## src/rtl/contador_vga.sv

```systemverilog
// VGA raster timing counter: divides clk to a pixel tick and walks the h/v raster.
// Optional frameCount output is enabled with `define CONTADOR_FRAME_CNT_EN.
module contador_vga #(
  parameter int DIV      = 2,
  parameter int H_TOTAL  = 800,
  parameter int V_TOTAL  = 525,
  parameter int H_ACTIVE = 640,
  parameter int V_ACTIVE = 480
) (
  input  logic       clk,
  input  logic       reset,
  output logic       pixelTick,
  output logic [9:0] cntHorizontal,
  output logic [9:0] cntVertical,
  output logic       endLine,
  output logic       endFrame,
`ifdef CONTADOR_FRAME_CNT_EN
  output logic [7:0] frameCount,
`endif
  output logic       videoOn
);

  localparam int              DIV_W    = (DIV > 1) ? $clog2(DIV) : 1;
  localparam logic [DIV_W-1:0] DIV_LAST = DIV_W'(DIV - 1);
  localparam logic [9:0]      H_LAST   = 10'(H_TOTAL - 1);
  localparam logic [9:0]      V_LAST   = 10'(V_TOTAL - 1);
  localparam logic [9:0]      H_ACT    = 10'(H_ACTIVE);
  localparam logic [9:0]      V_ACT    = 10'(V_ACTIVE);

  logic [DIV_W-1:0] div_q, div_d;
  logic [9:0]       h_q, h_d;
  logic [9:0]       v_q, v_d;
  logic             tick_raw;
  logic             h_wrap;
  logic             v_wrap;

  always_comb begin
    tick_raw  = (div_q == DIV_LAST);
    h_wrap    = (h_q == H_LAST);
    v_wrap    = (v_q == V_LAST);
    pixelTick = tick_raw && !reset;
    endLine   = pixelTick && h_wrap;
    endFrame  = endLine && v_wrap;
    videoOn   = (h_q < H_ACT) && (v_q < V_ACT);

    div_d = tick_raw ? '0 : div_q + 1'b1;
    h_d   = h_q;
    v_d   = v_q;
    if (tick_raw) begin
      h_d = h_wrap ? 10'd0 : h_q + 10'd1;
      // vertical advances only on the same edge the line wraps
      if (h_wrap) begin
        v_d = v_wrap ? 10'd0 : v_q + 10'd1;
      end
    end
    if (reset) begin
      div_d = '0;
      h_d   = 10'd0;
      v_d   = 10'd0;
    end
  end

  always_ff @(posedge clk) begin
    div_q <= div_d;
    h_q   <= h_d;
    v_q   <= v_d;
  end

  assign cntHorizontal = h_q;
  assign cntVertical   = v_q;

`ifdef CONTADOR_FRAME_CNT_EN
  logic [7:0] fc_q, fc_d;

  always_comb begin
    fc_d = fc_q;
    if (endFrame) begin
      fc_d = fc_q + 8'd1;
    end
    if (reset) begin
      fc_d = 8'd0;
    end
  end

  always_ff @(posedge clk) begin
    fc_q <= fc_d;
  end

  assign frameCount = fc_q;
`endif

endmodule
```

## config.mk

```make
export PLATFORM = sky130hd
export DESIGN_NAME = contador_vga
export DESIGN_NICKNAME = d
export VERILOG_FILES = /design/src/rtl/contador_vga.sv
export SDC_FILE = /design/constraint.sdc
export NUM_CORES = 1
export LEC_CHECK = 0
export CORE_MARGIN = 4
export CORE_UTILIZATION = 48
export DETAILED_ROUTE_END_ITERATION = 16
export GPL_TIMING_DRIVEN = 0
export PLACE_DENSITY = 0.78
export SYNTH_ARGS = -nofsm -noshare
export SYNTH_HDL_FRONTEND = slang
export SYNTH_SLANG_ARGS = --single-unit
export TNS_END_PERCENT = 1
```

## constraint.sdc

```tcl
create_clock -name clk -period 2.2 [get_ports clk]
set_clock_uncertainty 0.15 [all_clocks]
set_input_delay 0.44 -clock clk [delete_from_list [all_inputs] [get_ports clk]]
set_output_delay 0.44 -clock clk [all_outputs]
set_load 0.02 [all_outputs]
```

==> impl_results.md <==
* CP arrival at 1710 ps
* Reg2reg setup slack at 0 ps
* GRT Util Overall at 18.2%
* Vias in the first global route at a little under 1k
* CP Cell Sequence: inv_4 -> ha_4 -> nor4b_4 -> nand4_1 -> nor3_4 -> buf_6
* Flop pwr share at roughly three fifths
* Static Leakage at around 0.54 nW
* Max Slew Vio Count at 0
* Mapped Area at ~1100 um^2
* Post-Layout Cell Count at 190
* Layout cells sized above 1 at around a fifth
* GP Congestion at between 0.7 and 0.8
* Most common cell after layout, fill and taps aside: clkdlybuf4s50_1
* CTS H-tree lvls at 1
* Fillers at between 150 and 200
* WL/cell at between 15 and 20 um
* GRT overflow at 0
* Mux share of post-synthesis cell area at less than 1%
* DRT Wirelength at 3.04 mm
* Die height at ~56 um
* Endpoints failing setup at 3
* Routed vias at around 1.1k
* Largest net degree at the start of global routing at 12
* Routed Antenna Nets at 0
* Nets at 169
* CORE AREA at 2060 um^2
* Sw frac at 25.8%
* Worst hold stages at 2
* Worst endpoint required time at about 1600 ps
* I/O Buffers at 24
* Most frequent cells in the layout: clkdlybuf4s50_1, dfxtp_1, nor2_1
* Critical path class: flop to primary output
* Yosys warns at 0
* GRT busiest layer: met2
* Clock group share of total power at between 20 and 30%
* Mapped Cells at 129
* Final core occ at 73.4%
* Placed cells at 180
* First-pass GRT wire length at 4.64 mm
* Initial DRC count at just under 50
* Met1 usage at roughly a quarter
* RSZ-0062 raised after global routing: yes
* Post-synthesis compound-gate area fraction at between 10% and 20%
* Leading post-synthesis cells by cell area: dfxtp_1, nor2_1, nor3_1
* Hold buffer count at CTS at 0
* DIE AREA at roughly 3100 um^2
* Pwr dens at 433 nW/um^2
* Met3 global-route usage at under 10%
* CP Capture Type: primary output
* Reg clk slew, reported paths at around 120 ps
* Combinational share of power at a little over a tenth
* Largest family of logic cells by synthesized area: simple AND/OR/NAND/NOR gates
* Adder and majority gate portion of the synthesized area at under 10%
* Sum of buffers and inverters on the critical path at 2
* Root buffer cell: clkbuf_4
* Synth Area in XOR/XNOR at 6.46%
* CP Max Fanout at 3
* Initial Util at 52.6%
* Sequential Area at approximately 430 um^2
* R2R depth at 7
* Worst-Skew Late Latency at slightly above 300 ps
* Post-route cell area at approximately 1500 um^2
* Initial antenna violation count at 0
* Slowest-stage cell, CP: dfxtp_4
* RR Endpoint: cntVertical[9]
* Measured slew at the worst slew-check pin at 595 ps
* Synth Flop Type: dfxtp_1
* Synth Area in Simple Gates at between 20% and 30%
* Max-cap violations at 0
* GR Util met2 at about 28%
* Crit start category: flop
* Final Cycle Share at 104%
* Class of the worst hold path: flop to flop
* Yosys top cell area share at roughly 39%
* Post-synthesis register bit count at 21
* I/O Pins at 26
* Setup ws final at -97.3 ps
* Synth Net Count at between 100 and 150
* Violated checks: setup timing
* Cell taking the most area after synthesis: dfxtp_1
* Status: complete, but fails checks
* Net Switching at about 0.00017 W
* Top Family by Delay on Critical Path: simple AND/OR/NAND/NOR gates
* TritonCTS clock tree: done
* Internal power at 0.000486 W
* Antenna Cells at 0
* DRC viols at 0
* Endpoints failing hold at 0
* Max VDD drop at ~0.35 mV
* Register area share after synthesis at 38.8%
* TritonCTS buffer count at 3
* Post-Syn Area per Cell at ~8.4 um^2
* FF-to-FF Start: cntHorizontal[0]
* Hold Path End: cntVertical[8]
* Drt pass-1 iters at 4
* Final Critical Period at approximately 2300 ps
* Placed Area at between 1000 and 1500 um^2
* Hold Startpoint: cntVertical[8]
* Dpl hpwl at ~2 mm
* Max-slew headroom at between 60% and 70%
* Asr flop ratio synth at 0%
* Post-synth EDFFs at 0
* Clock Tree Buf Depth at 2
* Area of the multi-input gates at between 600 and 700 um^2
* Fmax at around 440 MHz
* Layout area overhead at 39.6%
* Vias per std cell at about 6.0
* Distinct cells, synth at 38
* Site Rows at 16
* Clock Sinks at 21
* Max stage delay on crit path at between 300 and 400 ps
* Die W at ~56 um
-- synthesized netlist by cell type (2+ instances only) --
cell and instances:
nor4b_1 2, a22o_1 5, nor3_1 10, nand2_1 7, nor2_1 17, or3_1 3, ha_1 3, o21ai_0 4
buf_2 3, nand3_1 5, clkbuf_1 2, o22ai_1 2, dfxtp_1 21, o31ai_1 3, and4_1 2, inv_1 9
nand4_1 3, a31o_2 2, xor2_1 3, xnor2_1 5
-- metal layers --
| layer | wire length (um) | vias to the layer above | share of wire [%] |
|---|---|---|---|
| met2 | 1450 | 41 | 48 |
| met3 | 172 | 5 | 5.7 |
| met4 | 38 | 0 | 1.3 |
| met1 | 1380 | 553 | 45 |
| met5 | 0 | - | 0 |
| li1 | - | 539 | - |
-- timing repair --
action / 4_1_cts / 5_1_grt
pin swaps: 0 / 4
setup endpoints to repair: 10 / 6
buffers inserted: 3 / 3
gates resized for setup: 20 / 17
endpoints found under the hold margin: 0 / 0
-- worst reg2reg max path: cells and delay by family, from the launching register on --
family | cells | cell delay, ps
buf+inv | 2 | 490
flops | 1 | 380
compound gates | 3 | 810
simple gates | 1 | 120
fa+ha+maj | 1 | 150
-- sequential cells by signal, summed over array words and instances (netlist names) --
| register | cells |
|---|---|
| cntHorizontal | 10 |
| cntVertical | 10 |
| div_q | 1 |
-- cell type report --
cell class / count / share of cell area (%)
inverters: 9 / 2.40
clock buffers: 4 / 1.74
plain buffers: 5 / 1.65
well taps: 27 / 2.23
flip-flops and latches: 21 / 28.4
repair buffers: 30 / 18.8
multi-input cells: 94 / 44.7
-- cell families (layout without fill, tap and decap cells) --
family                   after synthesis  count (layout)
adder cells (fa/ha/maj)                3               3
XOR/XNOR                               8               8
multiplexers                           1               1
AND/OR/NAND/NOR                       58              58
AO/OA/AOI/OAI                         24              24
buffers and inverters                 14              48
flip-flops                            21              21
-- stage by stage --
| step | TNS [ps] | setup WS (ps) | hold WS [ps] | total power (W) |
|---|---|---|---|---|
| after floorplan | 0 | 32.9 | 394 | 0.000442 |
| after detailed placement | -878 | -389 | 372 | 0.000465 |
| final | -138 | -97.3 | 395 | 0.000655 |
| after CTS | -94.9 | -70.1 | 376 | 0.000652 |
| after global routing | -440 | -132 | 416 | 0.000677 |
| after global placement | -666 | -359 | 361 | 0.000463 |
-- power groups by stage --
| stage | clock network [W] | registers (W) | logic [W] |
|---|---|---|---|
| global placement | 0 | 0.000405 | 0.0000573 |
| global route | 0.000205 | 0.000398 | 0.0000740 |
| detailed placement | 0 | 0.000406 | 0.0000595 |
| floorplan | 0 | 0.000412 | 0.0000305 |
| CTS | 0.000188 | 0.000398 | 0.0000655 |
| finish | 0.000190 | 0.000397 | 0.0000681 |
-- how the worst max path moves through the flow --
stage / cells past startpoint / start / to / slack [ps]
6_report: 6 / cntVertical[1] / endFrame / -100
5_1_grt: 6 / cntVertical[0] / endFrame / -130
4_1_cts: 5 / cntHorizontal[0] / endFrame / -70
3_5_place_dp: 5 / cntHorizontal[0] / endFrame / -390
3_3_place_gp: 5 / cntHorizontal[0] / endFrame / -360
2_1_floorplan: 4 / cntHorizontal[1] / endFrame / 30
No activity file was read; power rests on OpenSTA's default activity.
==> RTL change 1 (same settings) <==
`V_TOTAL`: 525 -> 262.
--- a/src/rtl/contador_vga.sv
+++ b/src/rtl/contador_vga.sv
@@ -3,7 +3,7 @@
 module contador_vga #(
   parameter int DIV      = 2,
   parameter int H_TOTAL  = 800,
-  parameter int V_TOTAL  = 525,
+  parameter int V_TOTAL  = 262,
   parameter int H_ACTIVE = 640,
   parameter int V_ACTIVE = 480
 ) (
Function: no difference found for any inputs over 10 cycles, from zero or initial values and one cycle with reset high; that may be too few to reach the edited logic, so the function may still have changed.
==> RTL change 1 against the unedited design <==
- sequential cell count did not move
- worst setup slack improved by 130 ps
- die area is 1.3% higher
- total power decreased by 4.8%
- via count shrank 7.9%
- critical path type is now in2out
- synthesized area grew 1.5%
- final area down 3.7%
- wire length shrank 21%
==> RTL change 1: results (changes against the unedited design) <==
Parameter                              Value

Layout
  Layout cell share with drive strength beyond 1 ... 0.1750 (-0.02132)
  Post-layout nets ... 166 (-1.8%)
  Final Non-Filler Cells ... 188 (-1.1%)
  # diodes ... 0 (unchanged)

STA
  Worst slew margin ... 0.7611 (+0.1609)
  Total setup violations reported at the end of the flow ... 0 (-3)

Yosys
  Most used standard cells in the synthesized netlist ... sky130_fd_sc_hd__dfxtp_1, sky130_fd_sc_hd__nand2_1, sky130_fd_sc_hd__nor2_1
  Adder-cell share of the synthesized area ... 0.03409 (-0.0005112)
  Fraction of the yosys area taken by sequential cells ... 0.3818 (-0.005725)
  Biggest area contributors in the synthesized netlist ... sky130_fd_sc_hd__dfxtp_1, sky130_fd_sc_hd__nand3_1, sky130_fd_sc_hd__nand2_1
  Yosys synthesis warning count ... 0 (unchanged)
  Fraction of registers with async set or reset after synthesis ... 0 (unchanged)
  Number of library cell types mapped by synthesis ... 43 (+13%)
  Post-Synth XOR/XNOR Area ... 0.07159 (+0.007000)
  Mean post-synth cell area ... 8.535 um^2 (+1.5%)
  Compound-Gate Fraction of Synth Area ... 0.1148 (-0.05593)
  Mux contribution to synthesized area ... 0 (-0.009227)

Setup path
  Data arrival at the endpoint of the critical path ... 1580 ps (-130 ps)
  Highest cell delay on the worst timing path ... 540 ps (+170 ps)
  Reg-to-Reg Start ... cntHorizontal[0]
  Maximum fanout along the worst path ... 10 (+7)
  Launch point of the worst path ... reset
  Library cell contributing the largest single delay on the critical path ... sky130_fd_sc_hd__clkdlybuf4s50_1

GRT
  Global routing usage summed across all routing layers ... 0.1585 (-0.02387)
  First-pass GRT wire length ... 4071 um (-12%)
  Largest net degree at the start of global routing ... 12 (unchanged)
  Antenna violations before repair ... 0 (unchanged)
  Vias in the first global route ... 920 (-7.3%)

Worst hold path
  Hold Startpoint ... cntVertical[1]

Routing
  Total number of vias ... 1048 (-7.9%)
  Starting DRC count in detailed routing ... 15 (-69%)
  Mean routed wirelength per cell ... 12.81 um (-20%)

Power and ir drop
  Worst vdd rail ir drop ... 0.3416 mV (-1.2%)
  Standby leakage power ... 0.0004959 uW (-8.2%)

Clock network
  Clock latency reported for the late side of the worst-skew pair ... 290 ps (-20 ps)
  Clock buffer depth ... 2 (unchanged)
  Number of buffers added by the clock tree synthesis step ... 3 (unchanged)

Placement
  Port bufs ... 25 (+4.2%)
  GPL Wtd Cong ... 0.7869 (-1.0%)
  Inst Count DP ... 182 (+1.1%)
  HPWL reported at the end of detailed placement ... 1780 um (-11%)

Outcome
  Result of the run ... finished clean
==> RTL change 1: cell count changes in the layout (fill, tap and decap cells not counted), sizes merged, moves of 3 or more <==
cell	delta
nand2	+5
a22o	-5
nor2	-6
buf	-4
nor2b	+3
or3b	+3
a21oi	+5
inv	-5
nor3	-3
nand3	+5
==> RTL change 1: logic make-up (layout without fill, tap and decap cells) <==
kind of cell             Yosys count  in the layout
adder cells (fa/ha/maj)            3              3
AO/OA/AOI/OAI                     20             20
AND/OR/NAND/NOR                   68             68
buffers and inverters              8             39
XOR/XNOR                           9              9
flip-flops                        21             21
==> RTL change 1: power breakdown <==
| part | switching, uW | leakage, uW | internal [uW] |
|---|---|---|---|
| logic | 26.6 | 0.000309 | 22.4 |
| clock network | 111 | 0.0000150 | 70.5 |
| registers | 7.85 | 0.000172 | 385 |
| total | 146 | 0.000496 | 478 |
==> RTL change 1: final timing paths <==
check,end,slack (ps),depth (start not counted)
max reg2reg,cntVertical[3],130,7
min reg2reg,cntVertical[1],350,2
max,endFrame,30,4
min,cntVertical[1],350,2
==> RTL change 1: timing repair <==
item,in CTS,in global routing
resized for setup,16,9
setup buffers,1,1
pin swaps,1,1
endpoints found under the setup margin,4,3
==> RTL change 1: worst max-delay path, delay by kind of cell <==
kind	cells	cell delay, ps
simple gates	1	180
buf+inv	3	950
==> RTL change 1: layout make-up <==
cell class                      count  area (um^2)
Fill cell                         179        733.2
Inverter                            4        15.01
Sequential cell                    21        427.9
Tap cell                           28        35.03
Multi-Input combinational cell    100        670.6
Clock buffer                        4        26.28
Timing Repair Buffer               27        255.2
Buffer                              4        27.53
==> RTL change 1: per-layer routing <==
| layer | global-route usage | wire (um) |
|---|---|---|
| met3 | 0.02784 | 110 |
| met5 | 0 | 0 |
| met1 | 0.2208 | 1130 |
| met4 | 0.04068 | 18 |
| met2 | 0.2534 | 1150 |
==> RTL change 1: stage by stage <==
stage / worst slack (ps) / setup TNS, ps / area (um^2) / hold WS, ps
floorplan: 21.42 / 0 / 1101 / 368.1
global placement: -514.8 / -1232 / 1386 / 355.9
detailed placement: -529.0 / -1288 / 1386 / 363.5
CTS: -74.01 / -74.01 / 1415 / 359.0
global route: -35.08 / -64.29 / 1458 / 368.3
finish: 28.42 / 0 / 1458 / 347.9
==> RTL change 2 (same flow settings) <==
Without the edit above. Register the output `cntHorizontal` once more; this adds one clock of latency there. The other outputs are not delayed to match.
--- a/src/rtl/contador_vga.sv
+++ b/src/rtl/contador_vga.sv
@@ -66,7 +66,9 @@
     v_q   <= v_d;
   end
 
-  assign cntHorizontal = h_q;
+  always_ff @(posedge clk) begin
+    cntHorizontal <= h_q;
+  end
   assign cntVertical   = v_q;
 
 `ifdef CONTADOR_FRAME_CNT_EN
Function: changed (Yosys sat finds a counterexample within 4 cycles, from zero or initial values and one cycle with reset high).
==> RTL change 2 against the unedited design <==
- the flow still finishes with violations (setup timing)
- worst setup slack better by 32 ps
- count of clock-buffer cells in the layout up 2
- sequential cell count is 10 higher
- non-clock buffer count shrank 3
- total power grew 50%
- combinational power fell by 1%
- wire length increased by 1.2%
- sequential power increased by 47%
- final area rose by 15%
- synthesized area grew 18%
==> RTL change 2: results (changes against the unedited design) <==
Parameter                              Value

GRT
  Global routing usage summed across all routing layers ... 0.1855 (+0.003121)
  Vias in the first global route ... 1066 (+7.5%)
  Largest net degree at the start of global routing ... 11 (-1)
  First-pass GRT wire length ... 4892 um (+5.5%)

Outcome
  Violations in the final reports ... setup timing
  Result of the run ... finished, violations left

Setup path
  Reg-to-Reg Start ... h_q[1]
  Data arrival at the endpoint of the critical path ... 1680 ps (-30 ps)
  Library cell contributing the largest single delay on the critical path ... sky130_fd_sc_hd__or3_4

STA
  Total setup violations reported at the end of the flow ... 2 (-1)
  Worst slew margin ... 0.6445 (+0.04424)
  Setup WS post-layout ... -65.37 ps (+31.95 ps)
  Worst hold slack after final layout ... 249.8 ps (-145.4 ps)

Placement
  Inst Count DP ... 193 (+7.2%)
  DP Area ... 1563 um^2 (+15%)
  GPL Wtd Cong ... 0.8137 (+2.4%)

Clock network
  Number of buffers added by the clock tree synthesis step ... 5 (+2)
  Clock latency reported for the late side of the worst-skew pair ... 330 ps (+20 ps)
  Number of resized instances in the post-cts repair step ... 24 (+20%)
  H-tree depth ... 2 (+1)
  Clock slew at reported path FFs ... 90 ps (-30 ps)
  Total setup buffers inserted after CTS ... 2 (-1)

Yosys
  Fraction of the yosys area taken by sequential cells ... 0.4830 (+0.09542)
  Mean post-synth cell area ... 9.244 um^2 (+9.9%)
  Most used standard cells in the synthesized netlist ... sky130_fd_sc_hd__dfxtp_1, sky130_fd_sc_hd__nor2_1, sky130_fd_sc_hd__nor3_1
  Number of nets in the synthesized netlist ... 144 (+7.5%)
  Biggest area contributors in the synthesized netlist ... sky130_fd_sc_hd__dfxtp_1, sky130_fd_sc_hd__nor2_1, sky130_fd_sc_hd__nor3_1

Routing
  Starting DRC count in detailed routing ... 35 (-29%)
  Routed via count divided by cell count ... 5.823 (-2.8%)
  Detailed-route wire length ... 3070 um (+1.2%)

Power and ir drop
  Sequential power share ... 0.595 (-0.011)
  Standby leakage power ... 0.0006243 uW (+16%)
  Cell-internal power ... 747.8 uW (+54%)

Layout
  Post-layout nets ... 178 (+5.3%)

Worst hold path
  Hold Startpoint ... h_q[4]
  Worst hold path endpoint ... cntHorizontal[4]
## RTL change 2: cell types whose count changed in the layout (fill, tap and decap cells not counted), sizes merged
cell,delta
clkbuf,+2
buf,-3
dfxtp,+10
clkinv,+1
## RTL change 2: routing by layer
metal / vias up / wire length (um) / track usage
met5: - / 0 / 0
met4: 0 / 56 / 0.08228
met3: 7 / 187 / 0.06695
met2: 38 / 1469 / 0.2731
met1: 565 / 1356 / 0.2417
li1: 572 / - / -
## RTL change 2: logic make-up after synthesis
group | after synthesis | synth area share
AND/OR/NAND/NOR | 58 | 0.2376
flip-flops | 31 | 0.4830
AO/OA/AOI/OAI | 24 | 0.1441
buffers and inverters | 14 | 0.04381
XOR/XNOR | 8 | 0.05453
adder cells (fa/ha/maj) | 3 | 0.02921
multiplexers | 1 | 0.007790
## RTL change 2: metrics by stage
step | TNS, ps | worst slack, ps | utilization | total power [uW]
after CTS | -65.86 | -64.32 | 0.6612 | 981.5
after global placement | -646.4 | -376.7 | 0.6195 | 651.7
after floorplan | 0 | 42.12 | - | 630.8
after global routing | -440.2 | -167.0 | 0.6890 | 1026
after detailed placement | -672.8 | -374.3 | 0.6195 | 652.9
final | -111.8 | -65.37 | 0.6890 | 980.2
## RTL change 2: power by group through the flow
stage | Clock [uW] | Combinational (uW) | Sequential [uW]
after global routing | 367 | 73.4 | 585
after detailed placement | 0 | 58.0 | 595
after global placement | 0 | 57.7 | 594
after floorplan | 0 | 30.4 | 600
final | 330 | 67.3 | 583
after CTS | 336 | 63.1 | 583
## RTL change 2: cell type report
cell class	instances	area, um^2
inverter	9	33.78
clock inverter	1	5.005
sequential	31	633.1
tap	30	37.54
buffer	5	25.02
timing repair buffer	27	259.0
multi-input combinational	94	693.2
clock buffer	6	51.30
fill	215	784.5
